--- src/rtl/mem_stage_lsu.sv ---
// Memory stage with load/store unit: byte-lane stores, load extraction/extension,
// req/gnt/rvalid data-memory handshake with wait states, and the MEM/WB register.
module mem_stage_lsu #(
  parameter int XLEN   = 32,
  parameter int REG_AW = 5
) (
  input  logic                clk_i,
  input  logic                rst_i,
  input  logic                EX_valid_i,
  input  logic [XLEN-1:0]     EX_ALU_result_i,
  input  logic [REG_AW-1:0]   EX_Rd_i,
  input  logic                EX_Reg_writeE_i,
  input  logic [1:0]          EX_Rd_source_i,
  input  logic [2:0]          EX_Mem_op_size_i,
  input  logic                EX_Mem_Write_i,
  input  logic                EX_Mem_Read_i,
  input  logic                EX_Load_sign_i,
  input  logic [XLEN-1:0]     EX_RS2_i,
  output logic                MEM_stall_o,
  output logic                dmem_req_o,
  output logic                dmem_we_o,
  output logic [XLEN-1:0]     dmem_addr_o,
  output logic [XLEN/8-1:0]   dmem_be_o,
  output logic [XLEN-1:0]     dmem_wdata_o,
  input  logic                dmem_gnt_i,
  input  logic                dmem_rvalid_i,
  input  logic [XLEN-1:0]     dmem_rdata_i,
  output logic                WB_valid_o,
  output logic [REG_AW-1:0]   WB_Rd_o,
  output logic                WB_Reg_writeE_o,
  output logic [1:0]          WB_Rd_source_o,
  output logic [XLEN-1:0]     WB_ALU_result_o,
  output logic [XLEN-1:0]     WB_Load_data_o,
  output logic                MEM_misalign_o
);

  localparam int BEW  = XLEN / 8;
  localparam int OFFW = $clog2(BEW);
  localparam int IDXW = $clog2(XLEN);

  typedef enum logic [1:0] {IDLE, WAIT_GNT, WAIT_RV} state_e;

  state_e            state_q, state_d;
  logic [OFFW-1:0]   off_q, off_d;
  logic [1:0]        size_q, size_d;
  logic              sign_q, sign_d;

  logic              wbValid_q, wbValid_d;
  logic [REG_AW-1:0] wbRd_q, wbRd_d;
  logic              wbWe_q, wbWe_d;
  logic [1:0]        wbSrc_q, wbSrc_d;
  logic [XLEN-1:0]   wbAlu_q, wbAlu_d;
  logic [XLEN-1:0]   wbLoad_q, wbLoad_d;
  logic              misalign_q, misalign_d;

  logic              memOp;
  logic              isWrite;
  logic              misaligned;
  logic [OFFW-1:0]   off;
  logic [1:0]        sizeSh;
  logic [2:0]        alignMask;
  logic [BEW-1:0]    beLanes;
  logic              reqInt;
  logic              complete;
  logic              latchLoad;
  logic              misalignEvt;
  logic              loadDone;
  logic              stallInt;
  logic [XLEN-1:0]   loadShifted;
  logic [XLEN-1:0]   loadExt;
  logic [IDXW-1:0]   topIdx;
  logic              extBit;

  assign memOp     = EX_valid_i & (EX_Mem_Read_i | EX_Mem_Write_i);
  assign isWrite   = EX_Mem_Write_i;
  assign off       = EX_ALU_result_i[OFFW-1:0];
  assign sizeSh    = EX_Mem_op_size_i[1:0];
  assign alignMask = 3'((4'd1 << sizeSh) - 4'd1);
  // Sizes above 3 and doublewords on a 32-bit datapath can never be aligned.
  assign misaligned = EX_Mem_op_size_i[2]
                    | ((XLEN == 32) && (EX_Mem_op_size_i == 3'd3))
                    | ((EX_ALU_result_i[2:0] & alignMask) != 3'd0);
  assign beLanes   = BEW'(((16'd1 << (4'd1 << sizeSh)) - 16'd1) << off);

  always_ff @(posedge clk_i or negedge rst_i) begin
    if (!rst_i) begin
      state_q <= IDLE;
      off_q   <= '0;
      size_q  <= '0;
      sign_q  <= 1'b0;
    end else begin
      state_q <= state_d;
      off_q   <= off_d;
      size_q  <= size_d;
      sign_q  <= sign_d;
    end
  end

  always_comb begin
    state_d     = state_q;
    reqInt      = 1'b0;
    complete    = 1'b0;
    latchLoad   = 1'b0;
    misalignEvt = 1'b0;
    loadDone    = 1'b0;
    case (state_q)
      IDLE: begin
        if (memOp) begin
          if (misaligned) begin
            complete    = 1'b1;
            misalignEvt = 1'b1;
          end else begin
            reqInt = 1'b1;
            if (dmem_gnt_i) begin
              if (isWrite) begin
                complete = 1'b1;
              end else begin
                latchLoad = 1'b1;
                state_d   = WAIT_RV;
              end
            end else begin
              state_d = WAIT_GNT;
            end
          end
        end
      end
      WAIT_GNT: begin
        reqInt = 1'b1;
        if (dmem_gnt_i) begin
          if (isWrite) begin
            complete = 1'b1;
            state_d  = IDLE;
          end else begin
            latchLoad = 1'b1;
            state_d   = WAIT_RV;
          end
        end
      end
      WAIT_RV: begin
        if (dmem_rvalid_i) begin
          complete = 1'b1;
          loadDone = 1'b1;
          state_d  = IDLE;
        end
      end
      default: state_d = IDLE;
    endcase
  end

  assign off_d  = latchLoad ? off : off_q;
  assign size_d = latchLoad ? sizeSh : size_q;
  assign sign_d = latchLoad ? EX_Load_sign_i : sign_q;

  // Extract the addressed lanes, then fill everything above the access width.
  always_comb begin
    loadShifted = dmem_rdata_i >> {off_q, 3'b000};
    topIdx      = IDXW'((32'd8 << size_q) - 32'd1);
    extBit      = sign_q & loadShifted[topIdx];
    loadExt     = loadShifted;
    for (int i = 0; i < XLEN; i++) begin
      if (i > int'(topIdx)) begin
        loadExt[i] = extBit;
      end
    end
  end

  assign stallInt = memOp & ~complete;

  always_comb begin
    wbValid_d  = EX_valid_i & ~stallInt;
    wbWe_d     = EX_valid_i & ~stallInt & EX_Reg_writeE_i & ~misalignEvt;
    wbRd_d     = EX_Rd_i;
    wbSrc_d    = EX_Rd_source_i;
    wbAlu_d    = EX_ALU_result_i;
    wbLoad_d   = loadDone ? loadExt : '0;
    misalign_d = misalignEvt;
  end

  always_ff @(posedge clk_i or negedge rst_i) begin
    if (!rst_i) begin
      wbValid_q  <= 1'b0;
      wbRd_q     <= '0;
      wbWe_q     <= 1'b0;
      wbSrc_q    <= '0;
      wbAlu_q    <= '0;
      wbLoad_q   <= '0;
      misalign_q <= 1'b0;
    end else begin
      wbValid_q  <= wbValid_d;
      wbRd_q     <= wbRd_d;
      wbWe_q     <= wbWe_d;
      wbSrc_q    <= wbSrc_d;
      wbAlu_q    <= wbAlu_d;
      wbLoad_q   <= wbLoad_d;
      misalign_q <= misalign_d;
    end
  end

  // Reset also masks the combinational outputs so the bus is quiet immediately.
  assign MEM_stall_o  = stallInt & rst_i;
  assign dmem_req_o   = reqInt & rst_i;
  assign dmem_we_o    = dmem_req_o & isWrite;
  assign dmem_addr_o  = dmem_req_o ? {EX_ALU_result_i[XLEN-1:OFFW], {OFFW{1'b0}}} : '0;
  assign dmem_be_o    = dmem_req_o ? beLanes : '0;
  assign dmem_wdata_o = dmem_req_o ? (EX_RS2_i << {off, 3'b000}) : '0;

  assign WB_valid_o      = wbValid_q;
  assign WB_Rd_o         = wbRd_q;
  assign WB_Reg_writeE_o = wbWe_q;
  assign WB_Rd_source_o  = wbSrc_q;
  assign WB_ALU_result_o = wbAlu_q;
  assign WB_Load_data_o  = wbLoad_q;
  assign MEM_misalign_o  = misalign_q;

endmodule
--- config.mk ---
export PLATFORM = sky130hd
export DESIGN_NAME = mem_stage_lsu
export DESIGN_NICKNAME = d
export VERILOG_FILES = /design/src/rtl/mem_stage_lsu.sv
export SDC_FILE = /design/constraint.sdc
export NUM_CORES = 1
export LEC_CHECK = 0
export CORE_UTILIZATION = 36
export CTS_BUF_LIST = sky130_fd_sc_hd__clkbuf_16
export CTS_CLUSTER_DIAMETER = 60
export DETAILED_ROUTE_END_ITERATION = 10
export HOLD_SLACK_MARGIN = 0.03
export PLACE_DENSITY = 0.78
export SLEW_MARGIN = 20
export SYNTH_ARGS = -nofsm -noshare
export SYNTH_HDL_FRONTEND = slang
export SYNTH_SLANG_ARGS = --single-unit
--- constraint.sdc ---
create_clock -name clk_i -period 3 [get_ports clk_i]
set_input_delay 0.3 -clock clk_i [delete_from_list [all_inputs] [get_ports clk_i]]
set_output_delay 0.3 -clock clk_i [all_outputs]
set_load 0.005 [all_outputs]
==> results of run 1 <==
## power by group through the flow
stage | logic, mW | clock network (mW) | registers (mW)
floorplan | 0.520 | 0 | 1.22
global placement | 0.947 | 0 | 1.23
detailed placement | 0.971 | 0 | 1.23
CTS | 0.978 | 0.990 | 1.21
global route | 1.06 | 1.04 | 1.22
finish | 0.980 | 0.962 | 1.21
## kinds of logic after synthesis
logic type	after synthesis	synth area share
compound gates	84	0.140
fa+ha+maj	2	0.00642
buf+inv	35	0.0372
flops	81	0.520
mux	45	0.128
other cells	1	0.000962
simple gates	129	0.168
## registers in the layout, summed over array words and instances (netlist names)
name / flops
MEM_misalign_o: 1
WB_ALU_result_o: 32
WB_Load_data_o: 32
WB_Rd_o: 5
WB_Rd_source_o: 2
WB_Reg_writeE_o: 1
WB_valid_o: 1
off_q: 2
sign_q: 1
size_q: 2
state_q: 2
## worst min-delay path by stage
stage / from / end / slack [ps] / depth (start not counted)
6_report: rst_i / WB_Reg_writeE_o$_DFF_PN0_ / 250 / 2
5_1_grt: rst_i / WB_Reg_writeE_o$_DFF_PN0_ / 330 / 2
4_1_cts: rst_i / WB_ALU_result_o[13]$_DFF_PN0_ / 280 / 2
3_5_place_dp: rst_i / WB_Load_data_o[22]$_DFF_PN0_ / 190 / 1
3_3_place_gp: rst_i / WB_Load_data_o[22]$_DFF_PN0_ / 180 / 1
2_1_floorplan: rst_i / MEM_misalign_o$_DFF_PN0_ / 4 / 0
## timing repair
item,in CTS,in global routing
hold buffers,1,0
endpoints found under the hold margin,14,0
gates resized for setup,0,1
setup endpoints to repair,0,7
## critical path, stage by stage
cell and delay, ps:
clkdlybuf4s50_1 580, o21a_1 150, o22ai_1 120, a21oi_1 340
inv_1 160, buf_12 190, and2_1 190, clkdlybuf4s50_1 460
## area by class of cell
type                    instances  area share
clock buffers                   9      0.0326
clock inverters                 7     0.00580
multi-input cells             262       0.251
repair buffers                269       0.388
well taps                     136      0.0247
flip-flops and latches         81       0.294
inverters                       9     0.00489
## layer usage
layer	up-vias	track usage
li1	1805	-
met1	1798	0.250
met2	188	0.410
met3	22	0.0552
met4	0	0.0843
met5	-	0
## cells in the final DEF, fill, tap and decap left out, types with 3 or more instances in the layout
cell type / synthesis / layout
buf_4: 3 / 11
a211oi_1: 26 / 26
dfrtp_1: 81 / 81
and2_1: 40 / 40
clkinv_2: 0 / 3
clkdlybuf4s50_1: 0 / 256
nor2b_1: 9 / 9
mux2_4: 5 / 5
nor3_1: 3 / 3
a21o_1: 7 / 7
mux2i_1: 31 / 31
a31oi_1: 3 / 3
clkbuf_16: 0 / 9
inv_1: 8 / 10
nor2_1: 50 / 50
mux2_2: 8 / 8
o21ai_0: 4 / 4
a21oi_1: 32 / 32
nand2_1: 14 / 14
## stage by stage
stage	hold WS (ps)	area (µm²)	setup WS, ps
3_3_place_gp	181	6630	212
5_1_grt	325	6900	51.2
4_1_cts	281	6900	135
3_5_place_dp	190	6630	157
2_1_floorplan	4.41	3900	703
6_report	252	6900	192
==> results by group, run 1 <==
Critical path
  – R2R Path End: WB_Load_data_o[29]$_DFF_PN0_
  – CP endpoint: dmem_addr_o[4]
  – Reg2reg path depth: 8
  – Critical Path AT: roughly 2500 ps
  – R2R setup slack: about 540 ps
  – Setup Crit Path Kind: in -> out
  – CP Capture Type: primary output
  – Crit start category: primary input
  – Critical Path Start: EX_Mem_op_size_i[1]
  – Worst r2r src: size_q[1]$_DFFE_PN0P_
  – Required time of the worst setup path: about 2700 ps
  – CP Max Fanout: 32

Finish
  – Final core occ: 0.663
  – Final nets: ~750
  – Sequential Area: 0.00203 mm²
  – Multi-input gate area: between 0.0015 and 0.002 mm²
  – Cell Count, Final, Fillers Out: just under 800
  – Antenna fix cells: 0
  – Fillers: just over 800
  – Share of cells above drive strength 1: 0.0738
  – Layout area overhead: 77.1%

Routing
  – Vias/cell: between 4 and 5
  – Final ANT Viol Nets: 0
  – Pre-antenna DRT Iters: 4
  – Routed WL: roughly 13 mm
  – DRT met1 WL: 4.97 mm
  – Vias after detailed routing: 3813
  – Met3 wire length: roughly 940 µm
  – Met2 WL post-DR: around 6.6 mm
  – Wirelength per Cell: between 15 and 20 µm
  – Highest routed layer: met4
  – Residual DRC: 0
  – Initial DRC Count: roughly 120

Clock network
  – Post-CTS Setup Inserts: 0
  – Maximum clock path buffer count: 2
  – Clock Latency Late Sink: 330 ps
  – CTS tree: done
  – Clk slew on worst S/H paths: ~60 ps
  – TritonCTS Buffers: 9
  – CTS root buf: clkbuf_16
  – Clock Sinks: around 80
  – H-tree levels: 3

Die
  – Total die area: about 0.011 mm²
  – FP Rows: 37
  – Chip Width: roughly 110 µm
  – Die height: roughly 110 µm
  – Ports: 260
  – Initial Util: 0.374
  – Core area: ~0.010 mm²

Power
  – Sw frac: 0.293
  – Max IR drop VDD: roughly 310 µV
  – Flop pwr share: 0.384
  – Leak Pwr: between 2 and 3 nW
  – Combinational share of power: 0.311
  – PwrDens: around 460 mW/mm²
  – Int Power: 2.23 mW
  – Total power: ~3.2 mW
  – Clock power frac: 0.305
  – Net Sw Power: approximately 0.9 mW

Logic synthesis
  – Post-Syn Area: slightly below 0.004 mm²
  – Seq cells post-synth: just over 80
  – Ys flop type: dfrtp_1
  – Post-synthesis average cell area: 10.3 µm²
  – Number of distinct library cells after synthesis: 41
  – Most frequent cell after synthesis: dfrtp_1
  – Synth area leaders: dfrtp_1 (52%), mux2i_1 (8.0%), and2_1 (6.4%)
  – Post-synth ARST share: 1.00
  – Share of Yosys cell area claimed by the top area cell type: 0.520
  – Sequential cell area fraction in the yosys report: 0.520
  – EDFF count, synth: 0
  – YS warnings: 0
  – Synth Instances: between 300 and 400
  – Commonest cells in the netlist: dfrtp_1 (81), nor2_1 (50), and2_1 (40)
  – Cell taking the most area after synthesis: dfrtp_1

Timing
  – RSZ-0062 raised after global routing: no
  – Crit path time final: between 2000 and 3000 ps
  – Setup TNS: 0 ps
  – Worst setup skew after layout: around 8.3 ps
  – Post-route clock period utilization: 0.936
  – Fin. max-slew vios: 0
  – Rel. slew slack: 0.432
  – Worst-margin pin slew: between 800 and 900 ps
  – Hold Fails Final Rpt: 0
  – Fmax: around 0.36 GHz
  – # setup viols final: 0

GRT
  – GRT Util Overall: 0.224
  – GRT Residual Overflow: 0
  – Largest net degree at the start of global routing: a little under 70
  – Initial antenna violation count: 0
  – First-pass GRT wire length: 19.6 mm
  – Number of global-route vias before repair: 3853

Placed design
  – Post-DP HPWL: slightly above 10 mm
  – RD Place Congestion: ~0.86
  – Placed Cells: 756
  – Input/output buffers: 257

Run status
  – Status: finished, final reports clean

Worst hold path
  – Tightest Hold Check Type: in -> async

Run
  – Max-cap violations: 0
Note: power is estimated with default switching activity, not from simulation.
==> run 2, diff against run 1 <==
Settings changed: PLACE_DENSITY 0.78 to 0.93.
==> run 2 against run 1 <==
Maximum frequency decreased by 1.0%. Clock skew is 2.5 ps lower. Total power rose by 5.1%. Routed wire length up 3.7%. Non-clock buffer count unchanged. Hold slack better by 86 ps. First-iteration DRC count increased by 77%. Clock power grew 17%. Critical endpoint is now dmem_wdata_o[6]. Final cell count increased by 0.13%. Via count grew 1.3%. Final area rose by 0.69%.
==> results by group, run 2 (same netlist as run 1, synthesis figures left out) <==
Timing
  – Worst setup skew after layout: 5.84 ps (-2.51 ps)
  – Post-route clock period utilization: 0.946 (+0.00971)
  – Fmax: 0.353 GHz (-1.0%)
  – # setup viols final: 0 (unchanged)
  – Rel. slew slack: 0.369 (-0.0630)
  – RSZ-0062 raised after global routing: no
  – Worst-margin pin slew: 946 ps (+94.5 ps)
  – Hold Fails Final Rpt: 0 (unchanged)
  – Fin. max-slew vios: 0 (unchanged)
  – Setup TNS: 0 ps (unchanged)
  – Final WS setup: 163 ps (-29.1 ps)
  – Crit path time final: 2840 ps (+29.1 ps)

Critical path
  – Crit start category: primary input
  – CP Capture Type: primary output
  – Critical Path AT: 2540 ps (+30 ps)
  – Required time of the worst setup path: 2700 ps (about the same)
  – Setup Crit Path Kind: in -> out
  – CP Max Fanout: 6 (-81%)

Placed design
  – RD Place Congestion: 0.847 (-1.1%)
  – Setup WS pre-CTS: 100 ps (-57.4 ps)
  – Placed Cells: 756 (unchanged)
  – Input/output buffers: 257 (unchanged)
  – Post-DP HPWL: 10.5 mm (+3.9%)

GRT
  – GRT Util Overall: 0.238 (+0.0134)
  – GRT Residual Overflow: 0 (unchanged)
  – Largest net degree at the start of global routing: 78 (+13%)
  – First-pass GRT wire length: 20.5 mm (+4.6%)
  – Number of global-route vias before repair: 4007 (+4.0%)
  – Initial antenna violation count: 1 (+1)

Die
  – Ports: 260 (unchanged)
  – Core area: 0.0104 mm² (unchanged)
  – FP Rows: 37 (unchanged)
  – Total die area: 0.0112 mm² (unchanged)
  – Chip Width: 106 µm (unchanged)
  – Die height: 106 µm (unchanged)
  – Initial Util: 0.374 (unchanged)

Clock network
  – Clock Latency Late Sink: 330 ps (about the same)
  – Post-CTS Setup Inserts: 0 (unchanged)
  – TritonCTS Buffers: 9 (unchanged)
  – Clk slew on worst S/H paths: 60 ps (about the same)
  – CTS tree: done
  – CTS root buf: clkbuf_16
  – Maximum clock path buffer count: 2 (unchanged)
  – Clock Sinks: 81 (unchanged)
  – H-tree levels: 3 (unchanged)

Run
  – Max-cap violations: 0 (unchanged)

Finish
  – Layout area overhead: 78.3%
  – Cell Count, Final, Fillers Out: 774 (+0.13%)
  – Commonest non-fill, non-tap cells in the layout: clkdlybuf4s50_1 (256), dfrtp_1 (81), nor2_1 (50), and2_1 (40), a21oi_1 (32)
  – Commonest non-fill, non-tap cell in the layout: clkdlybuf4s50_1
  – Final nets: 749 (unchanged)
  – Share of cells above drive strength 1: 0.0738 (unchanged)

Power
  – PwrDens: 477 mW/mm² (+4.4%)
  – Int Power: 2.38 mW (+6.9%)
  – Net Sw Power: 0.930 mW (+0.80%)
  – Combinational share of power: 0.283 (-0.028)
  – Flop pwr share: 0.375 (-0.009)
  – Sw frac: 0.281 (-0.0120)
  – Leak Pwr: 2.99 nW (+0.30%)
  – Clock power frac: 0.342 (+0.037)
  – Max IR drop VDD: 300 µV (-3.3%)

Run status
  – Status: finished, final reports clean

Routing
  – Residual DRC: 0 (unchanged)
  – Final ANT Viol Nets: 0 (unchanged)
  – Routed WL: 13.3 mm (+3.7%)
  – Vias after detailed routing: 3863 (+1.3%)
  – Vias/cell: 4.99 (+1.2%)
  – Pre-antenna DRT Iters: 4 (unchanged)
  – Initial DRC Count: 207 (+77%)
  – Wirelength per Cell: 17.2 µm (+3.6%)

Worst hold path
  – Tightest Hold Check Type: in -> async
==> run 2: changes by cell type in the layout (fill, tap and decap cells not counted), sizes merged <==
cell	delta
diode	+1
bufinv	+2
inv	-2
clkinvlp	+1
clkinv	-1
==> run 2: stage by stage <==
step	hold slack (ps)	util	area, µm²	total power, mW
6_report	338	0.667	6950	3.31
2_1_floorplan	4.41	-	3900	1.74
3_5_place_dp	129	0.636	6630	2.18
4_1_cts	325	0.667	6950	3.32
5_1_grt	345	0.667	6950	3.47
3_3_place_gp	129	0.636	6630	2.15
==> run 2: area by class of cell <==
class / instances / area (µm²)
antenna: 1 / 2.50
clock buffer: 9 / 225
clock inverter: 7 / 85.1
fill: 771 / 3470
inverter: 9 / 33.8
multi-input combinational: 262 / 1730
sequential: 81 / 2030
tap: 136 / 170
timing repair buffer: 269 / 2680
==> run 2: final timing paths <==
kind                                        from                           end  slack [ps]  cells after the start
setup reg to reg           size_q[1]$_DFFE_PN0P_  WB_Load_data_o[26]$_DFF_PN0_         230                      8
hold reg to reg            size_q[1]$_DFFE_PN0P_         size_q[1]$_DFFE_PN0P_         540                      1
min in group clk_i                    EX_Rd_i[3]          WB_Rd_o[3]$_DFF_PN0_         410                      1
max in group asynchronous                  rst_i  WB_Load_data_o[29]$_DFF_PN0_        1510                      3
hold / removal                             rst_i        state_q[0]$_DFFE_PN0P_         340                      2
setup / recovery                   EX_Mem_Read_i               dmem_wdata_o[6]         160                      8
==> run 2: critical path, stage by stage <==
cell and delay, ps:
clkdlybuf4s50_1 510, o21ai_0 150, nor4b_1 360, a21oi_1 170
nor3_1 230, buf_4 190, and2_1 130, clkdlybuf4s50_1 490
==> run 2: timing repair <==
action	4_1_cts	5_1_grt
endpoints found under the setup margin	0	9
resized for setup	0	1
hold buffers	1	0
hold endpoints to repair	4	0
==> run 2: power by group through the flow <==
| stage | logic [mW] | registers (mW) | clock network [mW] |
|---|---|---|---|
| 6_report | 0.937 | 1.24 | 1.13 |
| 5_1_grt | 1.02 | 1.26 | 1.20 |
| 4_1_cts | 0.931 | 1.24 | 1.15 |
| 3_5_place_dp | 0.921 | 1.26 | 0 |
| 3_3_place_gp | 0.891 | 1.26 | 0 |
| 2_1_floorplan | 0.520 | 1.22 | 0 |
==> run 2: metal layers <==
metal	vias up	global-route usage	routed length, µm
met5	-	0	0
met4	0	0.115	422
met3	33	0.0503	948
met2	200	0.444	7110
met1	1821	0.252	4850
li1	1809	-	-
